[config.mk]
export PLATFORM = sky130hd
export DESIGN_NAME = fall_detect_sequencer_flat
export DESIGN_NICKNAME = d
export VERILOG_FILES = /design/src/rtl/fall_detect_sequencer_if.sv /design/src/rtl/fall_detect_sequencer.sv /design/src/flat_wrapper.sv
export SDC_FILE = /design/constraint.sdc
export NUM_CORES = 1
export LEC_CHECK = 0
export BUFFER_PORTS_ARGS = -buffer_cell sky130_fd_sc_hd__buf_2
export CORE_AREA = 2 2 170 172
export CTS_CLUSTER_DIAMETER = 80
export CTS_CLUSTER_SIZE = 28
export DETAILED_ROUTE_END_ITERATION = 7
export DIE_AREA = 0 0 172 174
export GPL_TIMING_DRIVEN = 0
export PLACE_DENSITY = 0.8
export SETUP_SLACK_MARGIN = 0.4
export SLEW_MARGIN = 30
export SYNTH_ARGS = -nofsm -noshare
export SYNTH_HDL_FRONTEND = slang
export SYNTH_SLANG_ARGS = --single-unit
[constraint.sdc]
create_clock -name clk -period 19.16 [get_ports clk]
set_clock_uncertainty 0.15 [all_clocks]
set_input_delay 1.916 -clock clk [delete_from_list [all_inputs] [get_ports clk]]
set_output_delay 1.916 -clock clk [all_outputs]
set_load 0.01 [all_outputs]
[src/rtl/fall_detect_sequencer_if.sv]
// Bus between the accelerometer reader / alarm logic and the fall-detection sequencer.
// There is no valid/ready handshake: the axis inputs are sampled once, in CAPTURE, and
// alarm_ack is a level honoured only in HOLD; every output is a registered level.
interface fall_detect_sequencer_if;
    logic signed [15:0] ax_data;
    logic signed [15:0] ay_data;
    logic signed [15:0] az_data;
    logic               alarm_ack;
    logic               fall;
    logic               busy;
    logic [31:0]        svm;
    logic [7:0]         status;
    logic [2:0]         dbg_state;

    modport master (
        output ax_data, ay_data, az_data, alarm_ack,
        input  fall, busy, svm, status, dbg_state
    );

    modport slave (
        input  ax_data, ay_data, az_data, alarm_ack,
        output fall, busy, svm, status, dbg_state
    );
endinterface

[src/rtl/fall_detect_sequencer.sv]
// Time-shared fall-detection controller: tick-driven capture, gravity window, three-cycle
// SVM accumulation through one squarer, threshold compare, hit confirmation and alarm hold.
module fall_detect_sequencer #(
    parameter int unsigned TICK_DIV    = 524288,
    parameter int          T_GRAVITY   = 18000,
    parameter int unsigned T_SVM       = 500000000,
    parameter int unsigned CONFIRM     = 1,
    parameter int unsigned HOLD_CYCLES = 100000000
) (
    input  logic                    clk,
    input  logic                    reset,
    fall_detect_sequencer_if.slave  bus
);

    localparam int TW = (TICK_DIV > 1) ? $clog2(TICK_DIV) : 1;
    localparam int HW = (HOLD_CYCLES > 1) ? $clog2(HOLD_CYCLES) : 1;

    typedef enum logic [2:0] {
        S_IDLE, S_CAPTURE, S_GCHK, S_MAC_X, S_MAC_Y, S_MAC_Z, S_SCHK, S_HOLD
    } state_t;

    state_t             state_q, state_d;
    logic [TW-1:0]      tick_cnt_q, tick_cnt_d;
    logic [HW-1:0]      hold_q, hold_d;
    logic signed [15:0] ax_lat_q, ax_lat_d;
    logic signed [15:0] ay_lat_q, ay_lat_d;
    logic signed [15:0] az_lat_q, az_lat_d;
    logic [31:0]        acc_q, acc_d;
    logic [31:0]        svm_q, svm_d;
    logic [3:0]         hits_q, hits_d;
    logic               fall_q, fall_d;
    logic               busy_q, busy_d;
    logic               spass_q, spass_d;
    logic               gpass_q, gpass_d;
    logic               drop_q, drop_d;

    logic               tick;
    logic signed [15:0] mac_op;
    logic [15:0]        mac_mag;
    logic [31:0]        mac_sq;
    logic [3:0]         hits_inc;
    logic               az_in_window;

    assign tick = (tick_cnt_q == TW'(TICK_DIV - 1));

    // Single shared squarer; the operand follows the MAC state. |-32768| still fits 16 bits unsigned.
    always_comb begin
        case (state_q)
            S_MAC_X: mac_op = ax_lat_q;
            S_MAC_Y: mac_op = ay_lat_q;
            default: mac_op = az_lat_q;
        endcase
        mac_mag = mac_op[15] ? 16'(-mac_op) : 16'(mac_op);
        mac_sq  = 32'(mac_mag) * 32'(mac_mag);
    end

    assign hits_inc     = (hits_q == 4'hF) ? 4'hF : hits_q + 4'd1;
    assign az_in_window = (az_lat_q > 16'sd0) && (int'(az_lat_q) < T_GRAVITY);

    always_comb begin
        state_d    = state_q;
        tick_cnt_d = tick ? '0 : tick_cnt_q + 1'b1;
        hold_d     = hold_q;
        ax_lat_d   = ax_lat_q;
        ay_lat_d   = ay_lat_q;
        az_lat_d   = az_lat_q;
        acc_d      = acc_q;
        svm_d      = svm_q;
        hits_d     = hits_q;
        fall_d     = fall_q;
        spass_d    = spass_q;
        gpass_d    = gpass_q;
        drop_d     = drop_q;

        // A tick that finds the sequencer busy is lost; remember that for the LEDs.
        if (tick && (state_q != S_IDLE)) begin
            drop_d = 1'b1;
        end

        case (state_q)
            S_IDLE: begin
                if (tick) state_d = S_CAPTURE;
            end
            S_CAPTURE: begin
                ax_lat_d = bus.ax_data;
                ay_lat_d = bus.ay_data;
                az_lat_d = bus.az_data;
                acc_d    = '0;
                spass_d  = 1'b0;
                gpass_d  = 1'b0;
                state_d  = S_GCHK;
            end
            S_GCHK: begin
                if (az_in_window) begin
                    gpass_d = 1'b1;
                    state_d = S_MAC_X;
                end else begin
                    hits_d  = '0;
                    state_d = S_IDLE;
                end
            end
            S_MAC_X: begin
                acc_d   = acc_q + mac_sq;
                state_d = S_MAC_Y;
            end
            S_MAC_Y: begin
                acc_d   = acc_q + mac_sq;
                state_d = S_MAC_Z;
            end
            S_MAC_Z: begin
                acc_d   = acc_q + mac_sq;
                state_d = S_SCHK;
            end
            S_SCHK: begin
                svm_d = acc_q;
                if (acc_q > 32'(T_SVM)) begin
                    spass_d = 1'b1;
                    hits_d  = hits_inc;
                    if (hits_inc == 4'(CONFIRM)) begin
                        fall_d  = 1'b1;
                        hold_d  = '0;
                        state_d = S_HOLD;
                    end else begin
                        state_d = S_IDLE;
                    end
                end else begin
                    hits_d  = '0;
                    state_d = S_IDLE;
                end
            end
            S_HOLD: begin
                if (bus.alarm_ack || (hold_q == HW'(HOLD_CYCLES - 1))) begin
                    fall_d  = 1'b0;
                    hits_d  = '0;
                    hold_d  = '0;
                    state_d = S_IDLE;
                end else begin
                    hold_d = hold_q + 1'b1;
                end
            end
            default: begin
                state_d = S_IDLE;
            end
        endcase

        busy_d = (state_d != S_IDLE);
    end

    always_ff @(posedge clk or negedge reset) begin
        if (!reset) begin
            state_q    <= S_IDLE;
            tick_cnt_q <= '0;
            hold_q     <= '0;
            ax_lat_q   <= '0;
            ay_lat_q   <= '0;
            az_lat_q   <= '0;
            acc_q      <= '0;
            svm_q      <= '0;
            hits_q     <= '0;
            fall_q     <= 1'b0;
            busy_q     <= 1'b0;
            spass_q    <= 1'b0;
            gpass_q    <= 1'b0;
            drop_q     <= 1'b0;
        end else begin
            state_q    <= state_d;
            tick_cnt_q <= tick_cnt_d;
            hold_q     <= hold_d;
            ax_lat_q   <= ax_lat_d;
            ay_lat_q   <= ay_lat_d;
            az_lat_q   <= az_lat_d;
            acc_q      <= acc_d;
            svm_q      <= svm_d;
            hits_q     <= hits_d;
            fall_q     <= fall_d;
            busy_q     <= busy_d;
            spass_q    <= spass_d;
            gpass_q    <= gpass_d;
            drop_q     <= drop_d;
        end
    end

    assign bus.fall      = fall_q;
    assign bus.busy      = busy_q;
    assign bus.svm       = svm_q;
    assign bus.status    = {fall_q, spass_q, gpass_q, drop_q, hits_q};
    assign bus.dbg_state = state_q;

endmodule

[src/flat_wrapper.sv]
// flat-port wrapper written by rule: the top's interface ports become plain ports
module fall_detect_sequencer_flat 
#(
    parameter int unsigned TICK_DIV    = 524288,
    parameter int          T_GRAVITY   = 18000,
    parameter int unsigned T_SVM       = 500000000,
    parameter int unsigned CONFIRM     = 1,
    parameter int unsigned HOLD_CYCLES = 100000000
)
  (clk, reset, bus_ax_data, bus_ay_data, bus_az_data, bus_alarm_ack, bus_fall, bus_busy, bus_svm, bus_status, bus_dbg_state);
  fall_detect_sequencer_if bus_i ();
  input  logic clk;
  input  logic reset;
  input wire logic [$bits(bus_i.ax_data)-1:0] bus_ax_data;
  input wire logic [$bits(bus_i.ay_data)-1:0] bus_ay_data;
  input wire logic [$bits(bus_i.az_data)-1:0] bus_az_data;
  input wire logic [$bits(bus_i.alarm_ack)-1:0] bus_alarm_ack;
  output wire logic [$bits(bus_i.fall)-1:0] bus_fall;
  output wire logic [$bits(bus_i.busy)-1:0] bus_busy;
  output wire logic [$bits(bus_i.svm)-1:0] bus_svm;
  output wire logic [$bits(bus_i.status)-1:0] bus_status;
  output wire logic [$bits(bus_i.dbg_state)-1:0] bus_dbg_state;
  assign bus_i.ax_data = bus_ax_data;
  assign bus_i.ay_data = bus_ay_data;
  assign bus_i.az_data = bus_az_data;
  assign bus_i.alarm_ack = bus_alarm_ack;
  assign bus_fall = bus_i.fall;
  assign bus_busy = bus_i.busy;
  assign bus_svm = bus_i.svm;
  assign bus_status = bus_i.status;
  assign bus_dbg_state = bus_i.dbg_state;
  fall_detect_sequencer #(.TICK_DIV(TICK_DIV), .T_GRAVITY(T_GRAVITY), .T_SVM(T_SVM), .CONFIRM(CONFIRM), .HOLD_CYCLES(HOLD_CYCLES)) u_core (.clk(clk), .reset(reset), .bus(bus_i));
endmodule
==> results.json <==
{
  "wl_per_cell_microns": 18.76,
  "crit_type": "flop to flop",
  "regToRegSetupSlack_ns": 8.20,
  "clkSinkCount": 170,
  "layout.nets": 2243,
  "r2r_cells": 35,
  "worstSetupStartpointType": "flop",
  "slew_violations": 0,
  "grt_max_degree": 89,
  "cts_resized": 0,
  "period_minus_slack_ns": 10.96,
  "io-pin-count": 96,
  "cts_buffer_depth": 2,
  "drive_gt1_share_pct": 13.43,
  "dr_wl_met2_microns": 21000,
  "drcViolationCount": 0,
  "worst_pin_slew_ns": 1.082,
  "hold_start": "u_core.tick_cnt_q[16]",
  "grt_first_pass_wirelength_microns": 71310,
  "cp.required_ns": 19.35,
  "cpPeakStageDelay_ns": 0.72,
  "synth_area_sq_um": 16590,
  "antenna_found_initial": 0,
  "coreArea_sq_um": 28240,
  "gp_congestion": 0.9668,
  "syn_to_final_growth_pct": 10.43,
  "first_global_vias": 13810,
  "routed-wl-met3_microns": 3251,
  "hold_class": "flop to flop",
  "fmax_ghz": 0.09125,
  "critPathMaxFanout": 10,
  "vias": 13040,
  "ys_ff_latch": 170,
  "die_h_microns": 174,
  "post-route-period-util_pct": 57.20,
  "worstPathArrival_ns": 11.15,
  "clk_latency_ns": 0.46,
  "design.die.area_sq_um": 29930,
  "drt_iter0_drc": 1035,
  "slowest_stage": "xnor2_2",
  "top_layer": "met4",
  "finalHoldViolCount": 0,
  "io_buffers": 95,
  "root_buffer": "clkbuf_16",
  "antenna_left": 0,
  "syn-instance-count": 1769,
  "synthArstFlopShare_pct": 100.0,
  "yosysWarnings": 0,
  "hold_depth": 1,
  "wl_microns": 42960,
  "reg2reg_from": "u_core.bus.dbg_state[2]",
  "drv_cap": 0,
  "gr-total-overflow": 0,
  "nFillCells": 2286,
  "cts.htree.levels": 4,
  "met1_length_microns": 17040,
  "tns_ns": 0,
  "cpMostUsedCell": "fa_1",
  "synth.distinct_cells": 80,
  "rsz0062_at_grt": "false",
  "start_util_pct": 58.75,
  "avgSynthCellArea_sq_um": 9.377,
  "hold_buffers": 0,
  "max_slew_margin_pct": 27.62,
  "gr-usage-all-layers_pct": 30.68,
  "cts_made_buffers": 17,
  "die_w_microns": 172,
  "rows": 62,
  "r2r-end": "u_core.acc_q[31]",
  "finalSetupViolCount": 0,
  "post_cts_buffers": 0,
  "synth_edf_count": 0,
  "yosysSeqAreaShare_pct": 25.64,
  "critPathLaunch": "u_core.bus.dbg_state[2]",
  "worstHoldEndpoint": "u_core.tick_cnt_q[16]",
  "crit_path_end_kind": "flop",
  "drt-vias-per-instance": 5.694,
  "clk_pin_slew_ns": 0.07,
  "cts_tree": "done",
  "synthFlopType": "dfrtp_1",
  "hpwl_microns": 33600,
  "diodes": 0,
  "first_pass_iters": 8,
  "outcome": "finished clean"
}
==> registers in the layout, indices dropped and copies added, names as in the netlist, 3 cells and up <==
signal and cells:
u_core.hold_q 27, u_core.tick_cnt_q 19, u_core.bus.dbg_state 3, u_core.ay_lat_q 16, u_core.bus.svm 32, u_core.acc_q 32, u_core.az_lat_q 16, u_core.ax_lat_q 16
u_core.hits_q 4
==> layout by cell type (no fill, tap or decap), drive strengths merged, types with 21 or more instances in the layout <==
cell    instances
a21oi          70
dfrtp         170
nand2         153
buf           127
nand3          68
xnor2          32
nand4          21
ha            104
nand3b         25
inv           362
fa            194
o21ai          62
clkbuf         58
nor2          102
mux2           66
mux2i          25
xor2           25
==> worst max path at each step <==
stage / slack (ns) / cells past startpoint / endpoint
floorplan: 10.26 / 35 / u_core.acc_q[31]
global placement: 7.89 / 35 / u_core.acc_q[31]
detailed placement: 8.18 / 35 / u_core.acc_q[31]
CTS: 8.08 / 35 / u_core.acc_q[31]
global route: 7.69 / 35 / u_core.acc_q[31]
finish: 8.20 / 35 / u_core.acc_q[31]
==> area by class of cell <==
class	count	area (sq um)	area share [%]
Inverter	364	1366	7.459
Clock inverter	14	155.1	0.8469
Timing Repair Buffer	98	551.8	3.012
Sequential cell	170	4254	23.22
Clock buffer	17	425.4	2.322
Multi-Input combinational cell	1173	10760	58.73
Tap cell	384	480.5	2.623
Buffer	70	327.8	1.789
==> Yosys cell counts, types with 6 or more instances <==
master    number  area, sq um
nand3b_1      24        180.2
ha_1         104         1301
o21a_1         8        60.06
inv_2          6        22.52
o221ai_1       6        52.55
clkbuf_1      41        153.9
a21oi_1       64        320.3
and3_1        18        112.6
a22o_1        12        105.1
o31ai_1        7        52.55
a21o_1        14        105.1
xor2_1        25        219.0
fa_1         194         3884
nand3_1       66        330.3
or3_1          9        56.30
a31oi_1        7        43.79
mux2_2        66        743.2
o22ai_1        8        50.05
and2_1        11        68.82
buf_1          7        26.28
nand4_1       20        125.1
xnor2_1       31        271.5
mux2i_1       25        250.2
nor3b_1        8        60.06
nor2b_1       12        75.07
nor4_1         6        37.54
nand2b_1      11        68.82
nor2_1       102        382.9
clkinv_1       8        30.03
nand2_1      153        574.3
o21ai_0       59        295.3
buf_2         13        65.06
nor3_1        12        60.06
dfrtp_1      170         4254
inv_1        350         1314
==> critical path, delay by kind of cell, from the launching register on <==
kind	cells	cell delay, ns
AO/OA/AOI/OAI	8	2.40
XOR/XNOR	1	0.72
adder cells (fa/ha/maj)	8	3.55
buffers and inverters	12	2.13
flip-flops	1	0.44
AND/OR/NAND/NOR	6	1.48
==> logic make-up (layout without fill, tap and decap cells) <==
group           Yosys count  after routing  synth area share (%)
simple gates            475            475                 14.15
buf+inv                 434            563                 10.21
fa+ha+maj               298            298                 31.26
compound gates          242            242                 9.647
flops                   170            170                 25.64
mux                      91             91                 5.989
xor+xnor                 57             57                 3.055
other cells               2             10               0.04527
==> routing by layer <==
metal / track usage, % / vias up
met5: 0 / -
li1: - / 5943
met2: 50.65 / 547
met1: 40.31 / 6436
met4: 12.04 / 0
met3: 5.419 / 114
==> per-stage QoR <==
step                      instances  area, sq um  hold slack [ns]  utilization, %  setup slack [ns]
after global routing           2290        18320           0.3421           64.88             7.692
final                          2290        18320           0.3191           64.88             8.201
after global placement         2256        17570           0.2964           62.24             7.887
after detailed placement       2259        17720           0.3065           62.74             8.184
after floorplan                1777        16620           0.2789               -             10.26
after CTS                      2290        18300           0.3230           64.80             8.079
Power is left out: the tool's default activity adds up to more than one toggle a clock period on the data nets, which glitch-free logic cannot reach.
